<file path="src/rtl/stavka_a.sv">
// -----------------------------------------------------------------------------
// stavka_a_core
//
// Two-operand mini floating-point arithmetic unit. Each operand is a 3-bit
// unsigned mantissa and a 3-bit unsigned exponent, value m * 2^e.
//   control = 1 : multiply      -> m_out = m1*m2,   e_out = e1+e2
//   control = 0 : aligned add   -> the smaller-exponent mantissa is shifted
//                                  right by |e1-e2| (truncating),
//                                  m_out = m1' + m2', e_out = max(e1,e2)
// The result is not normalised, rounded or saturated. The widths always hold
// the exact result.
//
// Optional build macro:
//   STAVKA_A_IN_REG_EN - adds a reset-to-zero input register stage on
//                        control/m1/e1/m2/e2/in_valid. Latency becomes 2
//                        cycles instead of 1. Throughput is unchanged.
//
// Ports:
//   clk       in   1  rising-edge clock
//   rst_n     in   1  asynchronous active-low reset
//   in_valid  in   1  operands valid this cycle
//   control   in   1  1 = multiply, 0 = add
//   m1, e1    in   3  operand 1 mantissa / exponent
//   m2, e2    in   3  operand 2 mantissa / exponent
//   m_out     out  6  result mantissa (registered, holds when idle)
//   e_out     out  4  result exponent (registered, holds when idle)
//   out_valid out  1  result valid (registered)
// -----------------------------------------------------------------------------
module stavka_a_core (
    input  logic       clk,
    input  logic       rst_n,
    input  logic       in_valid,
    input  logic       control,
    input  logic [2:0] m1,
    input  logic [2:0] e1,
    input  logic [2:0] m2,
    input  logic [2:0] e2,
    output logic [5:0] m_out,
    output logic [3:0] e_out,
    output logic       out_valid
);

    localparam int unsigned MW  = 3;
    localparam int unsigned EW  = 3;
    localparam int unsigned RMW = 6;
    localparam int unsigned REW = 4;

    // Operands as seen by the datapath
    logic          s_valid;
    logic          s_control;
    logic [MW-1:0] s_m1;
    logic [EW-1:0] s_e1;
    logic [MW-1:0] s_m2;
    logic [EW-1:0] s_e2;

`ifdef STAVKA_A_IN_REG_EN
    // Input register stage: isolates the port timing from the datapath
    always_ff @(posedge clk or negedge rst_n) begin
        if (!rst_n) begin
            s_valid   <= 1'b0;
            s_control <= 1'b0;
            s_m1      <= '0;
            s_e1      <= '0;
            s_m2      <= '0;
            s_e2      <= '0;
        end else begin
            s_valid   <= in_valid;
            s_control <= control;
            s_m1      <= m1;
            s_e1      <= e1;
            s_m2      <= m2;
            s_e2      <= e2;
        end
    end
`else
    // Datapath fed straight from the ports
    assign s_valid   = in_valid;
    assign s_control = control;
    assign s_m1      = m1;
    assign s_e1      = e1;
    assign s_m2      = m2;
    assign s_e2      = e2;
`endif

    // Combinational datapath
    logic [EW-1:0]  emax_c;
    logic [EW-1:0]  diff_c;
    logic [MW-1:0]  m1_al_c;
    logic [MW-1:0]  m2_al_c;
    logic [RMW-1:0] sum_c;
    logic [RMW-1:0] prod_c;
    logic [REW-1:0] esum_c;
    logic [RMW-1:0] res_m_c;
    logic [REW-1:0] res_e_c;

    always_comb begin
        emax_c  = '0;
        diff_c  = '0;
        m1_al_c = s_m1;
        m2_al_c = s_m2;
        sum_c   = '0;
        prod_c  = '0;
        esum_c  = '0;
        res_m_c = '0;
        res_e_c = '0;

        // Align: shift the smaller-exponent mantissa; a shift >= 3 yields 0.
        // Equal exponents take the first branch with diff 0, i.e. no shift.
        if (s_e1 >= s_e2) begin
            emax_c  = s_e1;
            diff_c  = s_e1 - s_e2;
            m2_al_c = s_m2 >> diff_c;
        end else begin
            emax_c  = s_e2;
            diff_c  = s_e2 - s_e1;
            m1_al_c = s_m1 >> diff_c;
        end

        sum_c  = RMW'(m1_al_c) + RMW'(m2_al_c);
        prod_c = RMW'(s_m1) * RMW'(s_m2);
        esum_c = REW'(s_e1) + REW'(s_e2);

        if (s_control) begin
            res_m_c = prod_c;
            res_e_c = esum_c;
        end else begin
            res_m_c = sum_c;
            res_e_c = {1'b0, emax_c};
        end
    end

    // Output register: result held while idle, valid follows the sampled valid
    always_ff @(posedge clk or negedge rst_n) begin
        if (!rst_n) begin
            m_out     <= '0;
            e_out     <= '0;
            out_valid <= 1'b0;
        end else begin
            out_valid <= s_valid;
            if (s_valid) begin
                m_out <= res_m_c;
                e_out <= res_e_c;
            end
        end
    end

endmodule

</file>
<file path="config.mk">
export PLATFORM = sky130hd
export DESIGN_NAME = stavka_a_core
export DESIGN_NICKNAME = d
export VERILOG_FILES = /design/src/rtl/stavka_a.sv
export SDC_FILE = /design/constraint.sdc
export NUM_CORES = 1
export LEC_CHECK = 0
export ABC_AREA = 0
export CAP_MARGIN = 40
export CORE_UTILIZATION = 25
export DETAILED_ROUTE_END_ITERATION = 16
export DONT_BUFFER_PORTS = 1
export PLACE_DENSITY_LB_ADDON = 0.08
export SYNTH_ARGS = -nofsm -noshare
export SYNTH_HDL_FRONTEND = slang
export SYNTH_SLANG_ARGS = --single-unit
</file>
<file path="constraint.sdc">
create_clock -name clk -period 0.8 [get_ports clk]
set_input_delay 0.12 -clock clk [delete_from_list [all_inputs] [get_ports clk]]
set_output_delay 0.12 -clock clk [all_outputs]
set_load 0.01 [all_outputs]
</file>
==> Word level (Yosys, flattened, before mapping) <==
Cells that the tools add are included.
{ "word_totals": {"romBits": 0, "inputBits": 16, "word_cells": 16, "out_inout_bits": 11, "latchBits": 0, "mem_count": 0, "mem_bits_rw": 0, "register_bits": 11} }
{ "classes": {"multipliers": 1, "div": 0, "shifts": 2, "mux": 5, "eq_ne": 0, "magnitude_cmp": 1, "n_reduce_logical": 0, "add_sub_neg": 4, "n_bitwise": 0} }
{ "ops": {"columns": ["operator", "n"], "rows": [
  ["two-way mux 3 bit", 3],
  ["adder 3 x 3 -> 4 bit", 2],
  ["multiplier 3 x 3 -> 6 bit", 1],
  ["two-way mux 6 bit", 1],
  [">> shifter 3 x 3 -> 3 bit", 2],
  ["subtractor 3 bit", 2],
  ["two-way mux 4 bit", 1],
  [">= comparator 3 bit", 1]
]} }

==> Longest topological paths before layout <==
{ "logic_depth": {"depth_word": 5, "depth_mapped": 13} }

==> Least setup slack after synthesis <==
Ideal clock, no wire load.
{ "synth_path": {"kind": "input to register", "start": "input port e2[0]", "end": "register m_out[2]", "stages": 11, "slack_ps": -1550, "setup_ps": 125, "t_arrival_ps": 2226, "cell_sequence": "inv_1 ha_1 fa_1 a21oi_1 nor2_1 o22a_1 ha_1 fa_1 xnor2_1 o21ai_0 mux2_2"} }
{ "synth_via": {"elab_chain_len": 5, "elab_cells_between_ends": 9} }
{ "synth_rtl": {"columns": ["item", "line_no", "rtl"], "rows": [
  ["start, declared", "37", "input logic [2:0] e2,"],
  ["subtractor 3 bit (on tied branches)", "115, 111", null],
  [">> shifter 3 x 3 -> 3 bit (on tied branches)", "116, 112", null],
  ["two-way mux 3 bit", "109", "if (s_e1 >= s_e2) begin"],
  ["adder 3 x 3 -> 4 bit (*)", "119", "sum_c = RMW'(m1_al_c) + RMW'(m2_al_c);"],
  ["two-way mux 6 bit (*)", "123", "if (s_control) begin"],
  ["end signal, assigned", "141", "m_out <= res_m_c;"],
  ["end, declared", "38", "output logic [5:0] m_out,"]
]} }
Mark *: on every way between the ends. The rest lies on a longest branch, timed or not.
A chain may end at the register's enable or synchronous reset.

==> Final worst setup path <==
Same ends and word-level chain as after synthesis.

==> flow_metrics.tcl <==
set metrics [dict create \
    arrival_ns 2.29 \
    critical_path.endpoint_type "flip-flop" \
    viasPerCell 4.80 \
    tritoncts "yes" \
    synth_xor_area_share_pct 3.80 \
    fin_nets 184 \
    h-tree-depth 1 \
    hold_path_class "primary input to flip-flop" \
    postSynthCellCount 124 \
    start_kind "primary input" \
    rows 24 \
    place.gp.congestion 0.689 \
    clockRootBuffer "clkbuf_8" \
    wl_per_cell_um 14.8 \
    finalSetupViolCount 15 \
    grt_pass1_vias 1075 \
    diodes 0 \
    detail-route-antenna-nets 0 \
    avgSynthCellArea_um2 9.29 \
    drtPass1Iterations 4 \
    core-area_um2 4380 \
    cts_inserted_buffers 3 \
    cp_top_family "adder cells" \
    drive_gt1_share_pct 42.8 \
    synth.distinct_cells 32 \
    tightest_slew_ns 0.509 \
    synth_seq_cells 11 \
    crit_slowest_cell "fa_2" \
    cp_slowest_stage_delay_ns 0.41 \
    ys_seq_area_share_pct 23.9 \
    cp.required_ns 0.92 \
    clk_latency_ns 0.24 \
    portBuffers 0 \
    p_per_area_nw_per_um2 1490 \
    fillers 440 \
    start_util_pct 26.3 \
    hold_viol_final 3 \
    whs_ns -0.0923 \
    post-place-ws_ns -1.66 \
    dp_hpwl_um 2320 \
    violations "hold timing, setup timing" \
    path_class "primary input to flip-flop" \
    period_needed_ns 2.17 \
    die_y_um 69.9 \
    syn-cell-area_um2 1150 \
    wirelength_um 2910 \
    synthAdderAreaFrac_pct 27.8 \
    final.setup.worst_slack_ns -1.37 \
    clk_pin_slew_ns 0.05 \
    drc 0 \
    grtUsageTotal_pct 12.5 \
    synthesis.nets 162 \
    clock-sinks 11 \
    muxShareOfSynthArea_pct 4.45 \
    critical_path.cell_chain "inv_1, ha_2, fa_2, xor2_2, o21ai_1, nor2_1, o22a_1, ha_4, fa_2, xnor2_2, o21ai_1, mux2_2" \
    first_iter_violations 19 \
    die_area_um2 4880 \
    ios 27 \
    crit_buf_inv 1 \
    antenna_found_initial 0 \
    slew_headroom_pct 66.0 \
    ir_drop_uv 655 \
    outcome "finished, violations left" \
    p_leak_nw 0.711 \
    skew_ns 0 \
    fmax_mhz 462 \
    die_x_um 69.9 \
    final_cell_mix "dfrtp_1, buf_6, buf_4" \
    synth_compound_area_share_pct 17.8 \
    path_max_fanout 4 \
    vias 946 \
    synth_top_family_by_area "adder cells" \
    yosys_warnings 0 \
    grt-ovfl-total 0 \
    grt_pass1_wl_um 4910 \
    grt_setup_unrepaired "yes" \
    grt_max_degree 15 \
    postCtsHoldBufs 1 \
    syn_to_final_growth_pct 42.9 \
    fin_crit_sh_pct 271 \
    clockBufferDepth 2 \
    max_cap_viol_count 0 \
    yosys.area_share.simple_pct 15.0 \
    drv_slew 0 \
]
==> worst register-to-register path, delay by kind of cell (launching register included) <==
kind / cells / cell delay [ns]
compound gates: 1 / 0.17
simple gates: 2 / 0.33
flops: 1 / 0.37
==> metrics by stage <==
stage	total power [mW]	util, %	std cells	setup TNS [ns]	cell area (um2)
2_1_floorplan	1.35	-	124	-7.99	1260
3_3_place_gp	1.63	31.9	186	-9.74	1400
3_5_place_dp	1.65	31.9	186	-9.75	1400
4_1_cts	2.45	37.1	197	-7.26	1630
5_1_grt	2.63	37.6	197	-8.03	1650
6_report	2.46	37.6	197	-7.28	1650
==> path summary, 6_finish.rpt <==
kind,from,endpoint,slack [ns],depth (start not counted)
max,e2[0],m_out[2]$_DFFE_PN0P_,-1.37,12
min,in_valid,out_valid$_DFF_PN0_,-0.09,0
max reg2reg,e_out[2]$_DFFE_PN0P_,e_out[2]$_DFFE_PN0P_,-0.15,3
min reg2reg,m_out[2]$_DFFE_PN0P_,m_out[2]$_DFFE_PN0P_,0.55,1
max in group asynchronous,rst_n,m_out[0]$_DFFE_PN0P_,0.16,1
min in group asynchronous,rst_n,m_out[3]$_DFFE_PN0P_,0.29,1
==> power by group <==
part,switching (mW),total (mW),internal (mW)
clock,0.206,0.548,0.342
combinational,0.517,1.19,0.678
sequential,0.0732,0.714,0.641
total,0.796,2.46,1.66
==> routing by layer <==
metal	part of all wire [%]	vias up	GRT usage (%)
met1	44	456	15.1
met2	52	22	23.0
met3	4.2	2	2.89
li1	-	466	-
met5	0	-	0
met4	0.24	0	1.33
==> cell usage after synthesis <==
cell type / n / share of area [%]
and2_1: 9 / 4.9
ha_1: 16 / 17
clkbuf_1: 1 / 0.33
or2_2: 1 / 0.54
a31oi_1: 2 / 1.1
nand3_1: 2 / 0.87
nor3b_1: 1 / 0.65
nand3b_1: 1 / 0.65
or3_1: 1 / 0.54
o21ai_0: 5 / 2.2
o22a_1: 1 / 0.76
nor2_1: 6 / 2.0
xnor2_1: 3 / 2.3
fa_1: 6 / 10
mux2_2: 1 / 0.98
o21ai_2: 1 / 0.76
buf_6: 3 / 2.9
a211oi_1: 1 / 0.65
nand4b_1: 1 / 0.76
a21o_1: 2 / 1.3
buf_2: 1 / 0.43
a32o_1: 1 / 0.87
nand2_1: 6 / 2.0
mux2i_1: 4 / 3.5
o22ai_1: 2 / 1.1
nand2b_1: 2 / 1.1
dfrtp_1: 11 / 24
a21oi_1: 14 / 6.1
o2bb2ai_1: 4 / 3.0
nor2b_1: 2 / 1.1
inv_1: 11 / 3.6
xor2_1: 2 / 1.5
==> timing repair <==
action,CTS,global route
gates cloned,0,0
setup endpoints to repair,16,15
endpoints found under the hold margin,14,3
resized for setup,30,4
pin swaps,13,10
setup buffers,6,0
==> flip-flops by register name (all words and copies together), names as in the netlist <==
name	flops
m_out	6
e_out	4
out_valid	1
==> final cells by class <==
| type | count | area (um2) | share of cell area [%] |
|---|---|---|---|
| tap | 52 | 65.1 | 3.95 |
| clock buffer | 3 | 41.3 | 2.51 |
| clock inverter | 1 | 5.00 | 0.304 |
| multi-input combinational | 97 | 987 | 60.0 |
| sequential | 11 | 275 | 16.7 |
| inverter | 11 | 63.8 | 3.88 |
| timing repair buffer | 22 | 209 | 12.7 |
==> kinds of logic (layout without fill, tap and decap cells) <==
group / Yosys count / after routing
multiplexers: 5 / 5
buffers and inverters: 16 / 37
AND/OR/NAND/NOR: 32 / 32
flip-flops: 11 / 11
AO/OA/AOI/OAI: 33 / 33
adder cells (fa/ha/maj): 22 / 22
XOR/XNOR: 5 / 5
No activity file was read; power rests on OpenSTA's default activity.
